File: src/rtl/miso_tx_arbiter.sv
// Round-robin transmit scheduler feeding the SPI slave MISO shift register.
// Issues one load per DATA_WIDTH-cycle byte period while chip-select is active.
module miso_tx_arbiter #(
  parameter int unsigned           DATA_WIDTH = 8,
  parameter int unsigned           NUM_REQ    = 4,
  parameter logic [DATA_WIDTH-1:0] IDLE_BYTE  = '1
) (
  input  logic                          clk,
  input  logic                          rst,
  input  logic                          cs_n,
  input  logic [NUM_REQ-1:0]            req_valid,
  input  logic [NUM_REQ*DATA_WIDTH-1:0] req_data,
  output logic [NUM_REQ-1:0]            req_ready,
  output logic                          sh_load,
  output logic [DATA_WIDTH-1:0]         sh_data,
  output logic                          sh_shift,
  output logic [$clog2(NUM_REQ)-1:0]    grant_id,
  output logic                          busy,
  output logic                          underrun,
  output logic                          abort
);

  localparam int unsigned GW = $clog2(NUM_REQ);
  localparam int unsigned CW = $clog2(DATA_WIDTH);

  typedef enum logic [1:0] {
    IDLE,
    ARB,
    SHIFT
  } state_t;

  state_t                state;
  state_t                next_state;
  logic [CW-1:0]         bit_cnt;
  logic [GW-1:0]         last_grant;
  logic [GW-1:0]         win;
  logic [GW-1:0]         cand;
  logic                  found;
  logic [DATA_WIDTH-1:0] req_bytes [NUM_REQ];

  for (genvar g = 0; g < NUM_REQ; g++) begin : g_unpack
    assign req_bytes[g] = req_data[g*DATA_WIDTH +: DATA_WIDTH];
  end

  // First valid requester after last_grant, wrapping modulo NUM_REQ.
  always_comb begin
    found = 1'b0;
    win   = '0;
    cand  = '0;
    for (int unsigned k = 1; k <= NUM_REQ; k++) begin
      cand = GW'((32'(last_grant) + k) % NUM_REQ);
      if (!found && req_valid[cand]) begin
        found = 1'b1;
        win   = cand;
      end
    end
  end

  always_comb begin
    next_state = state;
    req_ready  = '0;
    sh_load    = 1'b0;
    sh_data    = '0;
    sh_shift   = 1'b0;
    underrun   = 1'b0;
    case (state)
      IDLE: begin
        if (!cs_n) next_state = ARB;
      end
      ARB: begin
        // The load happens even if cs_n rises this cycle; the byte is then dropped.
        sh_load = 1'b1;
        if (found) begin
          req_ready[win] = 1'b1;
          sh_data        = req_bytes[win];
        end else begin
          sh_data  = IDLE_BYTE;
          underrun = 1'b1;
        end
        next_state = cs_n ? IDLE : SHIFT;
      end
      SHIFT: begin
        if (cs_n) begin
          next_state = IDLE;
        end else begin
          sh_shift = 1'b1;
          if (bit_cnt == CW'(DATA_WIDTH - 2)) next_state = ARB;
        end
      end
      default: next_state = IDLE;
    endcase
  end

  assign busy = (state != IDLE);

  always_ff @(posedge clk or negedge rst) begin
    if (!rst) begin
      state      <= IDLE;
      bit_cnt    <= '0;
      last_grant <= GW'(NUM_REQ - 1);
      grant_id   <= '0;
      abort      <= 1'b0;
    end else begin
      state <= next_state;
      abort <= (state != IDLE) && cs_n;
      if (state == ARB && found) begin
        last_grant <= win;
        grant_id   <= win;
      end
      if (state == ARB) begin
        bit_cnt <= '0;
      end else if (state == SHIFT) begin
        bit_cnt <= bit_cnt + CW'(1);
      end
    end
  end

endmodule

File: config.mk
export PLATFORM = sky130hd
export DESIGN_NAME = miso_tx_arbiter
export DESIGN_NICKNAME = d
export VERILOG_FILES = /design/src/rtl/miso_tx_arbiter.sv
export SDC_FILE = /design/constraint.sdc
export NUM_CORES = 1
export LEC_CHECK = 0
export ABC_AREA = 0
export CAP_MARGIN = 15
export CORE_ASPECT_RATIO = 1.1
export CORE_MARGIN = 2
export CORE_UTILIZATION = 41
export DETAILED_ROUTE_END_ITERATION = 16
export PLACE_DENSITY = 0.93
export SYNTH_ARGS = -nofsm -noshare
export SYNTH_HDL_FRONTEND = slang
export SYNTH_SLANG_ARGS = --single-unit
File: constraint.sdc
create_clock -name clk -period 4.5 [get_ports clk]
set_clock_uncertainty 0.15 [all_clocks]
set_input_delay 1.125 -clock clk [delete_from_list [all_inputs] [get_ports clk]]
set_output_delay 1.125 -clock clk [all_outputs]
set_load 0.005 [all_outputs]
==> metrics list <==
* Endpoint required time on the critical path: 3220 ps
- Starting density of the core: 44.44%
- By count the netlist is led by sky130_fd_sc_hd__nand2_1 (19), sky130_fd_sc_hd__mux2i_1 (9).
* Top cells by area in the synthesized netlist: sky130_fd_sc_hd__dfrtp_1 (20%), sky130_fd_sc_hd__a221oi_2 (12%), sky130_fd_sc_hd__mux2i_1 (8.8%)
- Max Transition Viols Final: 0
- FP Rows: 18
- Max-cap violations: 0
- Utilization after layout: 78.87%
- Data arrival at the endpoint of the critical path: 3170 ps
* Nature of the critical path endpoint: output pin
* Top fanout value on the critical path: 9
* Clock root buffer: sky130_fd_sc_hd__clkbuf_4
- Number of antenna cells inserted: 0
- Entering global routing, the biggest net connects 11 pins.
- Synthesis inferred 10 register bits.
- Counting flops with a built-in enable in the synthesized netlist gives 0.
- CORE AREA: 0.002297 mm^2
- The number of antenna violations at the first check in global routing came to 0.
- Synth-to-layout area growth: 77.45%
- Die span in x: 51.58 um
- Setup slack on the critical path of the routed design comes to 58.11 ps.
* HPWL Detailed: 2.461 mm
* Post-detailed-route count of antenna-violating nets: 0
* Worst slack after detailed placement: -74.40 ps
- Nets@finish: 233
* # hold bufs at CTS: 0
- Detailed-router iteration count before antenna repair: 4
- Setup violations remaining at the end of the flow were counted as 0.
- Relative slew slack: 69.45%
- Via count of the routed design: 1,194
- CTS Buffer Depth: 2
- Using the TritonRoute via totals, the vias-per-cell ratio works out to 5.502.
- Portion of the post-synthesis area used by sequential elements: 24.75%
- Insertion delay to the later sink of the worst-skew pair: 270 ps
- In this run the vertical extent of the chip is 56.34 um.
* Placed Area: 0.001619 mm^2
- After filler insertion, the fill cell instance count of the layout stands at 129.
* Min Clock Period, post-route: 4442 ps
- The min-delay analysis places its worst path in the category reg2reg.
* Total global routing overflow: 0
* Cell type with the largest total area after synthesis: sky130_fd_sc_hd__dfrtp_1
* Worst setup SP type: primary input
- After routing the design area is 0.001812 mm^2.
- The number of nets in the synthesized netlist is 153.
- In the final layout, the share of cells above drive strength 1 is 28.88%.
- In this run, distinct cell masters in the synthesized netlist total 34.
- At the pin with the least slew margin, the transition time is 456.9 ps.
* Number of design-rule violations left by the first detailed-router iteration: 19
* Cell area power density: 531.3 mW/mm^2
* H-tree level count: 1
- Total global-route track usage: 22.94%
- In this run the cell area of the synthesized design comes to 0.001021 mm^2.
- Synthesis produced 108 cells.
* Average wire per cell in the routed design: 17.73 um
- Number of primary I/O pins: 58
* Die outline area: 0.002906 mm^2
- The first global-routing pass estimated 5.161 mm of wire.
* Worst IR Drop VDD: 0.4141 mV
* FFs w/ async S/R, synth: 100.0%
- The tightest hold path in the finished design has a slack of 341.6 ps.
* Sequential cell area: 252.7 um^2
- Number of warnings printed during yosys synthesis: 0
* Via count of the first global-routing pass: 1,158
- Synth Area per Inst: 9.454 um^2
* Detailed Route WL: 3.848 mm
* Footprint of the multi-input gates: 729.5 um^2
- Among all flip-flop cells after synthesis, the most frequent one is sky130_fd_sc_hd__dfrtp_1.
- Total negative slack: 0 ps
- Number of buffers added by the clock tree synthesis step: 3
- TritonCTS built the clock tree.
- Static timing analysis puts the maximum clock frequency at 225.1 MHz.
- Yosys instantiated no cell more often than sky130_fd_sc_hd__nand2_1.
- Count of unresolved DRC violations after routing: 0
- Run status: completed
* Crit Path Class: in2out
* Clock transition at the registers of the reported paths: 70 ps
* LEAKAGE: 0.8791 nW
- Of the post-synthesis cell area, the dominant cell type holds 19.61%.
- Input and output buffers added on the ports amount to 57.
* Final hold vios: 0
- Of the available clock period, the critical path in the final layout requires 98.71%.
- CTS sink count: 10
- Routability-driven placement finished with a final weighted congestion of 0.7888.
timing repair:
action | 4_1_cts | 5_1_grt
resized for setup | 6 | 8
gates cloned | 2 | 0
endpoints found under the setup margin | 8 | 9
setup buffers | 4 | 11
pin swaps | 4 | 6
final timing paths:
path	from	endpoint	slack, ps	depth (start not counted)
setup / recovery	req_valid[0]	sh_data[5]	60	8
hold / removal	grant_id[1]	grant_id[1]	340	2
setup reg to reg	last_grant[1]	grant_id[0]	2490	5
hold reg to reg	grant_id[1]	grant_id[1]	340	2
max in group asynchronous	rst	last_grant[0]	2830	1
min in group asynchronous	rst	bit_cnt[2]	1020	1
report_power, final:
| group | switching (W) | internal [W] |
|---|---|---|
| sequential | 0.0000379 | 0.000141 |
| clock | 0.0000302 | 0.0000343 |
| combinational | 0.000348 | 0.000371 |
area by class of cell:
class | count | area share, %
Sequential cell | 10 | 13.95
Multi-Input combinational cell | 88 | 40.26
Timing Repair Buffer | 77 | 40.61
Clock buffer | 4 | 1.450
Inverter | 8 | 1.657
Tap cell | 30 | 2.072
worst max-delay path, cell delays in order:
cell	delay, ps
sky130_fd_sc_hd__clkdlybuf4s50_1	520
sky130_fd_sc_hd__nand2b_4	180
sky130_fd_sc_hd__a21oi_4	80
sky130_fd_sc_hd__buf_4	150
sky130_fd_sc_hd__nor2_8	210
sky130_fd_sc_hd__a21oi_2	100
sky130_fd_sc_hd__a221oi_2	260
sky130_fd_sc_hd__clkdlybuf4s50_1	540
registers in the layout (all words and copies together), names as in the netlist:
name / cells
bit_cnt: 3
grant_id: 2
last_grant: 2
state: 2
abort: 1
kinds of logic after synthesis:
group / synth area share [%]
compound gates: 29.54
fa+ha+maj: 7.353
buf+inv: 7.598
flops: 24.75
mux: 12.13
simple gates: 18.63
layer usage:
metal | wire (um) | global-route usage (%) | up-vias
met4 | 62 | 6.767 | 0
met1 | 1462 | 24.37 | 563
met2 | 1987 | 43.77 | 68
met3 | 335 | 4.787 | 8
li1 | - | - | 555
met5 | 0 | 0 | -
placed cells by master (no fill, tap or decap), types with 2 or more instances in the layout:
cell	count
sky130_fd_sc_hd__ha_1	6
sky130_fd_sc_hd__a21oi_1	2
sky130_fd_sc_hd__dfstp_2	2
sky130_fd_sc_hd__nand2b_1	2
sky130_fd_sc_hd__clkdlybuf4s50_1	48
sky130_fd_sc_hd__a21oi_2	8
sky130_fd_sc_hd__inv_1	7
sky130_fd_sc_hd__mux2i_1	8
sky130_fd_sc_hd__or2_4	2
sky130_fd_sc_hd__nand2_1	19
sky130_fd_sc_hd__nor3_1	2
sky130_fd_sc_hd__nor2_1	8
sky130_fd_sc_hd__dfrtp_1	8
sky130_fd_sc_hd__a221oi_2	8
sky130_fd_sc_hd__mux2_2	3
sky130_fd_sc_hd__clkbuf_4	3
sky130_fd_sc_hd__dlygate4sd2_1	2
sky130_fd_sc_hd__dlymetal6s2s_1	7
sky130_fd_sc_hd__buf_4	20
sky130_fd_sc_hd__nor2b_1	2
metrics by stage:
stage	std cells	power (W)
2_1_floorplan	108	0.0005671
3_3_place_gp	196	0.0007665
3_5_place_dp	196	0.0007946
4_1_cts	206	0.0008972
5_1_grt	217	0.001029
6_report	217	0.0009626
No activity file was read; power rests on OpenSTA's default activity.
